[src/rtl/ura_arbiter.sv]
// Round-robin arbiter and sequencer sharing one URA port between NUM_REQ requesters.
// Define URA_ARB_STATS_EN to add the saturating 16-bit conflict_cnt output.
module ura_arbiter #(
    parameter int DEPTH      = 4,
    parameter int DATA_WIDTH = 8,
    parameter int NUM_REQ    = 2,
    parameter int READ_LAT   = 1
) (
    input  logic                          clk,
    input  logic                          rst,
    input  logic [NUM_REQ-1:0]            req_valid,
    input  logic [NUM_REQ-1:0]            req_we,
    input  logic [NUM_REQ*DEPTH-1:0]      req_addr,
    input  logic [NUM_REQ*DATA_WIDTH-1:0] req_wdata,
    output logic [NUM_REQ-1:0]            req_ready,
    output logic [NUM_REQ-1:0]            rsp_valid,
    output logic [DATA_WIDTH-1:0]         rsp_data,
    output logic                          write_en,
    output logic [DEPTH-1:0]              write_addr,
    output logic [DATA_WIDTH-1:0]         write_data,
    output logic                          read_en,
    output logic [DEPTH-1:0]              read_addr,
    input  logic [DATA_WIDTH-1:0]         read_data,
`ifdef URA_ARB_STATS_EN
    input  logic                          busy,
    output logic [15:0]                   conflict_cnt
`else
    input  logic                          busy
`endif
);

    localparam int OW = $clog2(NUM_REQ);

    typedef enum logic [1:0] {
        IDLE,
        ISSUE,
        WAIT_RD
    } state_t;

    state_t                state;
    state_t                state_next;
    logic [OW-1:0]         ptr;
    logic [OW-1:0]         owner;
    logic [OW-1:0]         winner;
    logic [OW-1:0]         cand;
    logic                  found;
    logic                  we_q;
    logic [DEPTH-1:0]      addr_q;
    logic [DATA_WIDTH-1:0] wdata_q;
    logic [DATA_WIDTH-1:0] rsp_data_q;
    logic [1:0]            lat_cnt;
    logic [1:0]            lat_cnt_next;
    logic                  accept;
    logic                  issue_go;
    logic                  rsp_fire;

    // Search starts one past the last winner and wraps, so the last winner ranks lowest.
    always_comb begin
        // NOTE: every always_comb output gets a default first so no path can infer a latch.
        found  = 1'b0;
        winner = '0;
        cand   = '0;
        for (int off = 1; off <= NUM_REQ; off++) begin
            cand = OW'((int'(ptr) + off) % NUM_REQ);
            if (!found && req_valid[cand]) begin
                found  = 1'b1;
                winner = cand;
            end
        end
    end

    assign accept   = (state == IDLE) && !busy && found && !rst;
    assign issue_go = (state == ISSUE) && !busy && !rst;
    assign rsp_fire = (state == WAIT_RD) && (lat_cnt == 2'd0) && !rst;

    assign write_en   = issue_go && we_q;
    assign read_en    = issue_go && !we_q;
    assign write_addr = addr_q;
    assign read_addr  = addr_q;
    assign write_data = wdata_q;
    // Response data is shown in the pulse cycle itself and held afterwards.
    assign rsp_data   = rsp_fire ? read_data : rsp_data_q;

    always_comb begin
        req_ready = '0;
        rsp_valid = '0;
        if (accept) begin
            req_ready[winner] = 1'b1;
        end
        if (rsp_fire) begin
            rsp_valid[owner] = 1'b1;
        end
    end

    always_comb begin
        state_next   = state;
        lat_cnt_next = lat_cnt;
        case (state)
            IDLE: begin
                if (accept) begin
                    state_next = ISSUE;
                end
            end
            ISSUE: begin
                if (!busy) begin
                    if (we_q) begin
                        state_next = IDLE;
                    end else begin
                        state_next   = WAIT_RD;
                        lat_cnt_next = 2'(READ_LAT - 1);
                    end
                end
            end
            WAIT_RD: begin
                if (lat_cnt == 2'd0) begin
                    state_next = IDLE;
                end else begin
                    lat_cnt_next = lat_cnt - 2'd1;
                end
            end
            default: state_next = IDLE;
        endcase
    end

    always_ff @(posedge clk) begin
        if (rst) begin
            state      <= IDLE;
            ptr        <= OW'(NUM_REQ - 1);
            owner      <= '0;
            we_q       <= 1'b0;
            addr_q     <= '0;
            wdata_q    <= '0;
            lat_cnt    <= '0;
            rsp_data_q <= '0;
        end else begin
            state   <= state_next;
            lat_cnt <= lat_cnt_next;
            if (accept) begin
                ptr     <= winner;
                owner   <= winner;
                we_q    <= req_we[winner];
                addr_q  <= req_addr[winner*DEPTH +: DEPTH];
                wdata_q <= req_wdata[winner*DATA_WIDTH +: DATA_WIDTH];
            end
            if (rsp_fire) begin
                rsp_data_q <= read_data;
            end
        end
    end

`ifdef URA_ARB_STATS_EN
    // Counts arbitration cycles where two or more requesters competed.
    always_ff @(posedge clk) begin
        if (rst) begin
            conflict_cnt <= '0;
        end else if ((state == IDLE) && !busy && ($countones(req_valid) >= 2)
                     && (conflict_cnt != 16'hFFFF)) begin
            conflict_cnt <= conflict_cnt + 16'd1;
        end
    end
`endif

endmodule

[config.mk]
export PLATFORM = sky130hd
export DESIGN_NAME = ura_arbiter
export DESIGN_NICKNAME = d
export VERILOG_FILES = /design/src/rtl/ura_arbiter.sv
export SDC_FILE = /design/constraint.sdc
export NUM_CORES = 1
export LEC_CHECK = 0
export CORE_MARGIN = 3
export CORE_UTILIZATION = 31
export DETAILED_ROUTE_END_ITERATION = 7
export HOLD_SLACK_MARGIN = 0.05
export PLACE_DENSITY = 0.71
export SKIP_CTS_REPAIR_TIMING = 1
export SLEW_MARGIN = 40
export SYNTH_ARGS = -nofsm -noshare
export SYNTH_HDL_FRONTEND = slang
export SYNTH_SLANG_ARGS = --single-unit
[constraint.sdc]
create_clock -name clk -period 2.2 [get_ports clk]
set_input_delay 0.33 -clock clk [delete_from_list [all_inputs] [get_ports clk]]
set_output_delay 0.33 -clock clk [all_outputs]
set_load 0.02 [all_outputs]
==> summary.md, run 1 <==
| Metric | Value |
|---|---|
| Worst min-delay path category | reg2reg |
| Total nets after synthesis | 181 |
| Data required time of the critical path | 1.87 ns |
| Share of post-route cells with drive strength above 1 | 25.0% |
| Core region area | 0.00417 mm2 |
| Placement Cell Area | 0.00216 mm2 |
| Worst hold margin | 0.473 ns |
| Via count of the first global-routing pass | 1233 |
| Largest stage delay on the critical path | 0.32 ns |
| Count of final max-slew check failures | 0 |
| Post-route DRC violation count | 0 |
| Average cell area after synthesis | 9.95 um2 |
| CP Class | reg2out |
| Worst Clk Skew | 0.00216 ns |
| Master of the slowest instance on the critical path | sky130_fd_sc_hd__dfxtp_1 |
| Pin count of the biggest net entering global routing | 27 |
| Post-synthesis instance total | 141 |
| Floorplan die width | 73.3 um |
| Total Die Area | 0.00537 mm2 |
| CTS tree | built |
| Arrival @ worst endpoint | 1.82 ns |
| Crit share post-route | 97.6% |
| Cells along the critical path | inv_1 -> ha_2 -> nor4bb_4 -> buf_12 -> buf_4 -> mux2_4 -> dlymetal6s2s_1 |
| Number of search-and-repair iterations in the first detailed-routing pass | 4 |
| Most instantiated flip-flop cell in the synthesis netlist | sky130_fd_sc_hd__dfxtp_1 |
| Total GRT Usage | 13.5% |
| Worst ir drop on vdd | 0.296 mV |
| Routed via count | 1283 |
| Number of enable-type register cells in the synthesized netlist | 0 |
| Final count of hold timing violations | 0 |
| Wire length of the first global-routing pass | 5770 um |
| PortBufs | 68 |
| Clk Latency, worst-skew pair | 0.27 ns |
| Leakage dissipation | 1.03 nW |
| TritonCTS Buffers | 3 |
| Cell taking the most area after synthesis | sky130_fd_sc_hd__dfxtp_1 |
| Run status | finished clean |
| Critical path peak fanout | 8 |
| Count of inserted antenna diode cells | 0 |
| Area contributors post-synth | sky130_fd_sc_hd__dfxtp_1 (39%), sky130_fd_sc_hd__a311oi_2 (8.6%), sky130_fd_sc_hd__mux2_4 (8.6%) |
| Max-Slew Margin vs Limit | 78.5% |
| Cell area after technology mapping | 0.00140 mm2 |
| Distinct cell type count of the synthesized netlist | 35 |
| I/O pin cnt | 69 |
| Global route total overflow | 0 |
| Count of synthesis-stage warnings from yosys | 0 |
| Crit path buffers/inverters | 4 |
| Max clock buf depth | 2 |
| Clock sink count | 27 |
| Number of design-rule violations left by the first detailed-router iteration | 22 |
| Vert. Die Dim | 73.3 um |
| Antenna violations before repair | 0 |
| Root Driver | sky130_fd_sc_hd__clkbuf_8 |
| Actual transition at the worst max-transition pin | 0.323 ns |
| Max frequency | 0.466 GHz |
| Power Density | 488 mW/mm2 |
| Clock edge transition at the registers on the reported setup and hold paths | 0.09 ns |
| Share of the synthesized area in the top cell type | 38.5% |
| H-tree levels | 1 |
| Design area | 0.00225 mm2 |
| Kind of cell adding the most delay to the critical path | buffers and inverters |
| Critical Path Start Type | register |
| Gpl congestion | 0.758 |
| Count of standard-cell rows | 23 |
| Category of the worst setup path capture point | primary output |
| DPL Wire Length | 2580 um |
| Vias per inst | 4.75 |
| Seq cells post-synth | 27 |
| Post-layout minimum cycle time | 2.15 ns |
| Synth async-reset ratio | 0% |
| Layout overhead on the synthesized area | 60.7% |
| Max capacitance violation total | 0 |
| Routed Antenna Nets | 0 |
| Effective utilization at floorplan | 33.6% |
| Final net count | 261 |
| Routed wire length per instance | 13.1 um |
| Final-report setup violation count | 0 |
| Sum of routed wire length over all layers | 3550 um |
| Share of synthesized area occupied by flip-flops and latches | 38.5% |
[stage by stage]
step	power, mW	instances	setup TNS (ns)	utilization (%)	worst slack (ns)
6_report	1.10	270	0	54.0	0.0522
3_3_place_gp	0.834	259	-3.23	51.8	-0.280
2_1_floorplan	0.692	141	0	-	0.526
4_1_cts	1.13	263	-3.96	52.9	-0.341
3_5_place_dp	0.837	259	-3.29	51.8	-0.278
5_1_grt	1.16	270	-0.0133	54.0	-0.0133
[flip-flops by register name (all words and copies together), names as in the netlist]
signal / cells
lat_cnt: 2
state: 2
owner: 1
ptr: 1
we_q: 1
rsp_data_q: 8
read_addr: 4
write_data: 8
[Yosys cell counts, types with 2 or more instances]
cell type                  number
sky130_fd_sc_hd__a21oi_1       15
sky130_fd_sc_hd__a311oi_1       4
sky130_fd_sc_hd__a311oi_2       8
sky130_fd_sc_hd__and2b_1        8
sky130_fd_sc_hd__buf_2          3
sky130_fd_sc_hd__buf_4          6
sky130_fd_sc_hd__buf_6          3
sky130_fd_sc_hd__dfxtp_1       27
sky130_fd_sc_hd__inv_1          4
sky130_fd_sc_hd__mux2_4         8
sky130_fd_sc_hd__nand2_1       26
sky130_fd_sc_hd__nor2_1         5
sky130_fd_sc_hd__nor2b_1        2
[cells in the final DEF, fill, tap and decap left out, types with 2 or more instances in the layout]
cell / netlist / routed
sky130_fd_sc_hd__clkdlybuf4s50_1: 0 / 53
sky130_fd_sc_hd__a311oi_2: 8 / 8
sky130_fd_sc_hd__nor2_1: 5 / 5
sky130_fd_sc_hd__dlymetal6s2s_1: 0 / 8
sky130_fd_sc_hd__and2b_1: 8 / 8
sky130_fd_sc_hd__nor2b_1: 2 / 2
sky130_fd_sc_hd__clkbuf_8: 0 / 3
sky130_fd_sc_hd__buf_4: 6 / 22
sky130_fd_sc_hd__mux2_4: 8 / 8
sky130_fd_sc_hd__nand2_1: 26 / 26
sky130_fd_sc_hd__a311oi_1: 4 / 4
sky130_fd_sc_hd__a21oi_1: 15 / 15
sky130_fd_sc_hd__dfxtp_1: 27 / 26
sky130_fd_sc_hd__clkbuf_2: 0 / 5
sky130_fd_sc_hd__inv_1: 4 / 4
[kinds of logic after synthesis]
family,Yosys count,share of synthesized area (%)
buf+inv,18,8.29
simple gates,51,20.7
fa+ha+maj,1,0.892
mux,9,9.28
compound gates,35,22.3
flops,27,38.5
[layout make-up]
class / instances / area [um2]
repair buffers: 89 / 841
inverters: 4 / 15.0
clock buffers: 4 / 45.0
flip-flops and latches: 27 / 542
well taps: 50 / 62.6
fillers: 400 / 1920
multi-input cells: 96 / 748
[worst reg2reg max path, stage by stage, from the launching register on]
cell and delay (ns):
sky130_fd_sc_hd__dfxtp_1 0.32, sky130_fd_sc_hd__inv_1 0.07, sky130_fd_sc_hd__ha_2 0.17, sky130_fd_sc_hd__nor4bb_4 0.24, sky130_fd_sc_hd__buf_12 0.15, sky130_fd_sc_hd__buf_4 0.12
sky130_fd_sc_hd__mux2_4 0.29, sky130_fd_sc_hd__and2b_1 0.15
[metal layers]
layer	vias up	part of all wire, %	track usage [%]
li1	652	-	-
met1	572	42	16.5
met2	56	47	22.4
met3	3	10	5.47
met4	0	0.54	2.46
met5	-	0	0
[power breakdown]
group	leakage, nW	internal, mW	switching, mW
sequential	0.220	0.512	0.0151
combinational	0.786	0.164	0.132
clock	0.0228	0.130	0.147
total	1.03	0.806	0.295
[final timing paths]
kind | from | end | slack (ns) | cells after the start
max reg2reg | lat_cnt[0]$_SDFFE_PP0P_ | rsp_data_q[2]$_SDFF_PP0_ | 0.58 | 7
min | write_data[4]$_SDFFE_PP0P_ | write_data[4]$_SDFFE_PP0P_ | 0.47 | 1
max | lat_cnt[0]$_SDFFE_PP0P_ | rsp_data[6] | 0.05 | 7
min reg2reg | write_data[4]$_SDFFE_PP0P_ | write_data[4]$_SDFFE_PP0P_ | 0.47 | 1
Power figures use the tool's default switching activity.
==> run 2, diff against run 1 <==
- clock period: 2.2 -> 2.35 ns (I/O delays scaled with it)
==> run 2 against run 1 <==
Effect of this change: design area is 1.9% lower; final cell count fell by 4.4%; non-clock buffer count fell by 12.
==> summary.md, run 2 (synthesis results as in run 1) <==
| Metric | Value |
|---|---|
| Root Driver | sky130_fd_sc_hd__clkbuf_8 |
| Global-route track usage on met3 | 5.47% (unchanged) |
| Number of design-rule violations left by the first detailed-router iteration | 14 (-36%) |
| Worst min-delay path category | reg2reg |
| Max clock buf depth | 2 (unchanged) |
| Max-Slew Margin vs Limit | 79.3% (+0.78 points) |
| Layout overhead on the synthesized area | 57.6% |
| Effective utilization at floorplan | 33.6% (unchanged) |
| Count of inserted antenna diode cells | 0 (unchanged) |
| Routed via count | 1201 (-6.4%) |
| Global route total overflow | 0 (unchanged) |
| Via count of the first global-routing pass | 1162 (-5.8%) |
| Data required time of the critical path | 2.00 ns (+0.13 ns) |
| Max frequency | 0.449 GHz |
| Count of final max-slew check failures | 0 (unchanged) |
| Number of search-and-repair iterations in the first detailed-routing pass | 4 (unchanged) |
| Routed Antenna Nets | 0 (unchanged) |
| Most common cell after layout, fill and taps aside | sky130_fd_sc_hd__clkdlybuf4s50_1 |
| Arrival @ worst endpoint | 1.87 ns (+0.05 ns) |
| Wire length of the first global-routing pass | 5440 um (-5.6%) |
| Worst reg2reg setup slack | 0.70 ns (+0.12 ns) |
| Worst ir drop on vdd | 0.204 mV (-31%) |
| Placement Cell Area | 0.00212 mm2 (-1.7%) |
| I/O pin cnt | 69 (unchanged) |
| GRT met2 Usage | 21.4% (-0.99 points) |
| Design area | 0.00221 mm2 (-1.9%) |
| Setup repair after global routing missed its margin | no |
| Antenna violations before repair | 0 (unchanged) |
| Vert. Die Dim | 73.3 um (unchanged) |
| H-tree levels | 1 (unchanged) |
| Leakage dissipation | 1.08 nW (+5.3%) |
| Total Negative Setup Slacks | 0 ns (unchanged) |
| Sum of routed wire length over all layers | 3350 um (-5.5%) |
| Clk Latency, worst-skew pair | 0.26 ns (about the same) |
| Final net count | 249 (-4.6%) |
| Gpl congestion | 0.727 (-4.2%) |
| Post-route DRC violation count | 0 (unchanged) |
| Power Density | 461 mW/mm2 (-5.6%) |
| Global routing usage on met1 | 15.2% (-1.3 points) |
| DPL Wire Length | 2470 um (-4.0%) |
| Total GRT Usage | 13.0% (-0.47 points) |
| Pin count of the biggest net entering global routing | 27 (unchanged) |
| Count of standard-cell rows | 23 (unchanged) |
| Worst Clk Skew | 0.00314 ns (+0.000978 ns) |
| Actual transition at the worst max-transition pin | 0.311 ns (-0.0116 ns) |
| Clock sink count | 27 (unchanged) |
| Most congested layer reported by global routing | met2 |
| PortBufs | 68 (unchanged) |
| Floorplan die width | 73.3 um (unchanged) |
| Clock edge transition at the registers on the reported setup and hold paths | 0.09 ns (about the same) |
| Share of post-route cells with drive strength above 1 | 16.8% (-8.2 points) |
| Routed wire length per instance | 13.0 um (-1.1%) |
| Final-report setup violation count | 0 (unchanged) |
| Vias per inst | 4.66 (-2.0%) |
| TritonCTS Buffers | 3 (unchanged) |
| Critical Path Start Type | register |
| CP Class | reg2out |
| Final count of hold timing violations | 0 (unchanged) |
| Commonest cells after routing, fill and taps aside | sky130_fd_sc_hd__clkdlybuf4s50_1 (54), sky130_fd_sc_hd__dfxtp_1 (27), sky130_fd_sc_hd__nand2_1 (26) |
| Category of the worst setup path capture point | primary output |
| Crit share post-route | 94.8% |
| Post-layout minimum cycle time | 2.23 ns |
| Core region area | 0.00417 mm2 (unchanged) |
| Run status | finished clean |
| CTS tree | built |
| Critical path peak fanout | 10 (+2) |
| Max capacitance violation total | 0 (unchanged) |
| Total Die Area | 0.00537 mm2 (unchanged) |
[run 2: changes by cell type in the layout (fill, tap and decap cells not counted), sizes merged]
cell	delta
buf	-14
clkbuf	-5
clkdlybuf4s50	+1
dlymetal6s2s	+6
[run 2: through the flow]
| step | total power [mW] | hold slack [ns] | instances | util, % | worst slack [ns] |
|---|---|---|---|---|---|
| after floorplan | 0.648 | 0.444 | 141 | - | 0.654 |
| after global placement | 0.776 | 0.454 | 254 | 50.9 | -0.173 |
| after detailed placement | 0.778 | 0.457 | 254 | 50.9 | -0.178 |
| after CTS | 1.04 | 0.484 | 258 | 52.0 | -0.231 |
| after global routing | 1.07 | 0.498 | 258 | 53.0 | 0.00287 |
| final | 1.02 | 0.477 | 258 | 53.0 | 0.123 |
[run 2: metal layers]
layer / vias up / share of wire, %
met1: 531 / 44
met5: - / 0
met4: 0 / 0.54
met2: 44 / 45
li1: 624 / -
met3: 2 / 10
[run 2: power by group]
| group | internal, mW | total, mW | switching [mW] |
|---|---|---|---|
| Sequential | 0.479 | 0.494 | 0.0147 |
| Clock | 0.121 | 0.253 | 0.132 |
| Combinational | 0.150 | 0.272 | 0.121 |
[run 2: final cells by class]
cell class	count	area (um2)
Clock buffer	4	45.0
Fill cell	385	1960
Inverter	4	15.0
Sequential cell	27	541
Tap cell	50	62.6
Multi-Input combinational cell	96	748
Timing Repair Buffer	77	800
[run 2: final timing paths]
path                         startpoint                         end  depth (start not counted)
max reg2reg     lat_cnt[0]$_SDFFE_PP0P_    rsp_data_q[1]$_SDFF_PP0_                          6
min          write_data[4]$_SDFFE_PP0P_  write_data[4]$_SDFFE_PP0P_                          1
max             lat_cnt[0]$_SDFFE_PP0P_                 rsp_data[5]                          6
min reg2reg  write_data[4]$_SDFFE_PP0P_  write_data[4]$_SDFFE_PP0P_                          1
[run 2: critical path, stage by stage, from the launching register on]
cell and delay (ns):
sky130_fd_sc_hd__dfxtp_1 0.32, sky130_fd_sc_hd__inv_1 0.07, sky130_fd_sc_hd__ha_1 0.18, sky130_fd_sc_hd__nor4bb_4 0.34, sky130_fd_sc_hd__buf_12 0.18, sky130_fd_sc_hd__mux2_4 0.31, sky130_fd_sc_hd__dlymetal6s2s_1 0.21
==> run 3, diff against run 2 <==
- ABC_AREA: default -> 1
==> run 3 against run 2 <==
Effect of this change: hold slack worse by 0.0090 ns; sequential power is 2% lower; synthesized cell count rose by 46%; design area grew 1.4%; power decreased by 2.5%; count of clock-buffer cells in the layout stayed put; critical path depth did not move; clock skew about the same; critical path type is now in2out; critical endpoint is now req_ready[1].
==> summary.md, run 3 <==
| Metric | Value |
|---|---|
| Run status | finished clean |
| Total nets after synthesis | 246 (+36%) |
| Category of the worst setup path capture point | primary output |
| Fraction of the mapped netlist area in adder cells | 0.879% (-0.013 points) |
| Worst ir drop on vdd | 0.318 mV (+55%) |
| Cell area after technology mapping | 0.00142 mm2 (+1.5%) |
| Floorplan die width | 73.8 um (+0.69%) |
| Source of the worst register-to-register timing path | state[1]$_SDFFE_PP0P_ |
| Total GRT Usage | 13.8% (+0.72 points) |
| Total Negative Setup Slacks | 0 ns (unchanged) |
| Data required time of the critical path | 2.00 ns (about the same) |
| Routed wire length per instance | 11.0 um (-16%) |
| Share of post-route cells with drive strength above 1 | 11.9% (-4.9 points) |
| Total Die Area | 0.00544 mm2 (+1.4%) |
| Count of synthesis-stage warnings from yosys | 0 (unchanged) |
| Parity-gate share of the synthesized area counting xor and xnor cells | 0% (unchanged) |
| Distinct cell type count of the synthesized netlist | 20 (-43%) |
| Seq cells post-synth | 27 (unchanged) |
| Worst reg-to-reg path cell count | 5 (-1) |
| I/O pin cnt | 69 (unchanged) |
| Leakage dissipation | 1.11 nW (+2.3%) |
| Count of inserted antenna diode cells | 0 (unchanged) |
| Count of final max-slew check failures | 0 (unchanged) |
| Routed Antenna Nets | 0 (unchanged) |
| Final count of hold timing violations | 0 (unchanged) |
| Critical Path Start Type | primary input |
| Design area | 0.00224 mm2 (+1.4%) |
| Average cell area after synthesis | 6.91 um2 (-31%) |
| Via count of the first global-routing pass | 1365 (+17%) |
| Actual transition at the worst max-transition pin | 0.251 ns (-0.0599 ns) |
| Vert. Die Dim | 73.8 um (+0.69%) |
| Share of the synthesized area in compound gates (AO/OA/AOI/OAI) | 11.0% (-11 points) |
| Wire length of the first global-routing pass | 5950 um (+9.4%) |
| Final-report setup violation count | 0 (unchanged) |
| Most frequent cells after synthesis | sky130_fd_sc_hd__nand2_1 (70), sky130_fd_sc_hd__inv_1 (28), sky130_fd_sc_hd__dfxtp_1 (27), sky130_fd_sc_hd__nand3_1 (17) |
| Crit Reg-Reg Endpoint | lat_cnt[1]$_SDFFE_PP0P_ |
| Vias per inst | 4.44 (-4.6%) |
| Dominant combinational cell family by area after synthesis | simple AND/OR/NAND/NOR gates |
| CTS tree | built |
| Max-Slew Margin vs Limit | 83.2% (+3.9 points) |
| Clk Latency, worst-skew pair | 0.26 ns (about the same) |
| Most common cell after layout, fill and taps aside | sky130_fd_sc_hd__nand2_1 |
| Post-synthesis instance total | 206 (+46%) |
| Post-route DRC violation count | 0 (unchanged) |
| Clock edge transition at the registers on the reported setup and hold paths | 0.09 ns (about the same) |
| Antenna violations before repair | 0 (unchanged) |
| Sum of routed wire length over all layers | 3610 um (+7.6%) |
| Crit path to | req_ready[1] |
| Max clock buf depth | 2 (unchanged) |
| Worst reg2reg setup slack | 1.11 ns (+0.41 ns) |
| Routed via count | 1461 (+22%) |
| H-tree levels | 1 (unchanged) |
| Clock sink count | 27 (unchanged) |
| Root Driver | sky130_fd_sc_hd__clkbuf_8 |
| Commonest cells after routing, fill and taps aside | sky130_fd_sc_hd__nand2_1 (70), sky130_fd_sc_hd__clkdlybuf4s50_1 (62), sky130_fd_sc_hd__inv_1 (28) |
| Max frequency | 0.438 GHz (-2.3%) |
| Critical Path Start | rst |
| Global route total overflow | 0 (unchanged) |
| Share of the synthesized area in the top cell type | 38.0% (-0.58 points) |
| Area contributors post-synth | sky130_fd_sc_hd__dfxtp_1 (38%), sky130_fd_sc_hd__nand2_1 (18%), sky130_fd_sc_hd__inv_1 (7.4%) |
| Arrival @ worst endpoint | 1.93 ns (+0.06 ns) |
| Worst min-delay path category | reg2reg |
| Effective utilization at floorplan | 32.5% (-1.1 points) |
| Power Density | 443 mW/mm2 (-3.8%) |
| TritonCTS Buffers | 3 (unchanged) |
| Most instantiated flip-flop cell in the synthesis netlist | sky130_fd_sc_hd__dfxtp_1 |
| PortBufs | 68 (unchanged) |
| Worst Clk Skew | 0.00361 ns (+0.000468 ns) |
| Gpl congestion | 0.696 (-4.2%) |
| Most instantiated library cell after synthesis | sky130_fd_sc_hd__nand2_1 |
| Count of standard-cell rows | 24 (+4.3%) |
| Cell taking the most area after synthesis | sky130_fd_sc_hd__dfxtp_1 |
| Critical path peak fanout | 5 (-5) |
| Core region area | 0.00438 mm2 (+5.1%) |
| Number of enable-type register cells in the synthesized netlist | 0 (unchanged) |
| Post-layout minimum cycle time | 2.28 ns (+0.0534 ns) |
| Final-layout fill cell count | 442 (+15%) |
| Number of search-and-repair iterations in the first detailed-routing pass | 4 (unchanged) |
| Pin count of the biggest net entering global routing | 24 (-11%) |
| Simple-gate share of the synthesized area | 35.9% (+15 points) |
| Share of synthesized area occupied by flip-flops and latches | 38.0% (-0.58 points) |
| Layout overhead on the synthesized area | 57.5% |
| CP Class | in2out |
| Number of design-rule violations left by the first detailed-router iteration | 39 (+25) |
| DPL Wire Length | 2730 um (+10%) |
| Crit share post-route | 97.1% (+2.3 points) |
| Final net count | 318 (+28%) |
| Max capacitance violation total | 0 (unchanged) |
| Multiplexer share of the synthesized area | 0% (-9.3 points) |
| Setup repair after global routing missed its margin | no |
| Synth async-reset ratio | 0% (unchanged) |
| Placement Cell Area | 0.00216 mm2 (+1.8%) |
==> run 3: area by class of cell <==
cell class                      instances  area [um2]  share of cell area, %
Sequential cell                        27         541                   24.1
Inverter                               30         113                   5.02
Multi-Input combinational cell        137         701                   31.3
Clock buffer                            4        45.0                   2.01
Tap cell                               52        65.1                   2.90
Timing Repair Buffer                   79         778                   34.7
==> run 3: worst min-delay path by stage <==
| stage | startpoint | to | slack [ns] | cells after the start |
|---|---|---|---|---|
| after global placement | write_data[1]$_SDFFE_PP0P_ | write_data[1]$_SDFFE_PP0P_ | 0.45 | 2 |
| after detailed placement | write_data[7]$_SDFFE_PP0P_ | write_data[7]$_SDFFE_PP0P_ | 0.46 | 2 |
| after global routing | write_data[7]$_SDFFE_PP0P_ | write_data[7]$_SDFFE_PP0P_ | 0.49 | 2 |
| after CTS | write_data[1]$_SDFFE_PP0P_ | write_data[1]$_SDFFE_PP0P_ | 0.47 | 2 |
| final | write_data[2]$_SDFFE_PP0P_ | write_data[2]$_SDFFE_PP0P_ | 0.47 | 2 |
| after floorplan | ptr$_SDFFE_PP1P_ | ptr$_SDFFE_PP1P_ | 0.44 | 2 |
==> run 3: cells by family (layout without fill, tap and decap cells) <==
group                    count (synthesis)  count (layout)
AO/OA/AOI/OAI                           25              25
adder cells (fa/ha/maj)                  1               1
buffers and inverters                   43             113
flip-flops                              27              27
AND/OR/NAND/NOR                        110             111
==> run 3: critical path, stage by stage <==
cell	delay, ns
sky130_fd_sc_hd__clkdlybuf4s50_1	0.44
sky130_fd_sc_hd__inv_2	0.13
sky130_fd_sc_hd__buf_4	0.17
sky130_fd_sc_hd__nand4_4	0.10
sky130_fd_sc_hd__nor2_1	0.10
sky130_fd_sc_hd__clkdlybuf4s50_1	0.63
==> run 3: stage by stage <==
stage	hold WS, ns	setup WS [ns]	util [%]	instances	total power, mW
final	0.468	0.0691	51.1	329	0.994
after global routing	0.488	0.00858	51.1	329	1.06
after CTS	0.470	0.0226	50.3	328	1.01
after detailed placement	0.457	0.0497	49.3	324	0.754
after global placement	0.451	0.0565	49.3	324	0.751
after floorplan	0.441	0.757	-	206	0.624
==> run 3: routing by layer <==
metal / wire, um / vias up / GRT usage, %
met5: 0 / - / 0
met4: 13 / 0 / 1.81
met3: 271 / 2 / 5.20
met2: 1850 / 36 / 24.9
met1: 1470 / 653 / 15.6
li1: - / 770 / -
==> run 3: report_power, final <==
part / switching, mW / leakage (nW) / internal, mW
clock network: 0.132 / 0.0228 / 0.121
logic: 0.123 / 0.868 / 0.133
registers: 0.0103 / 0.219 / 0.474
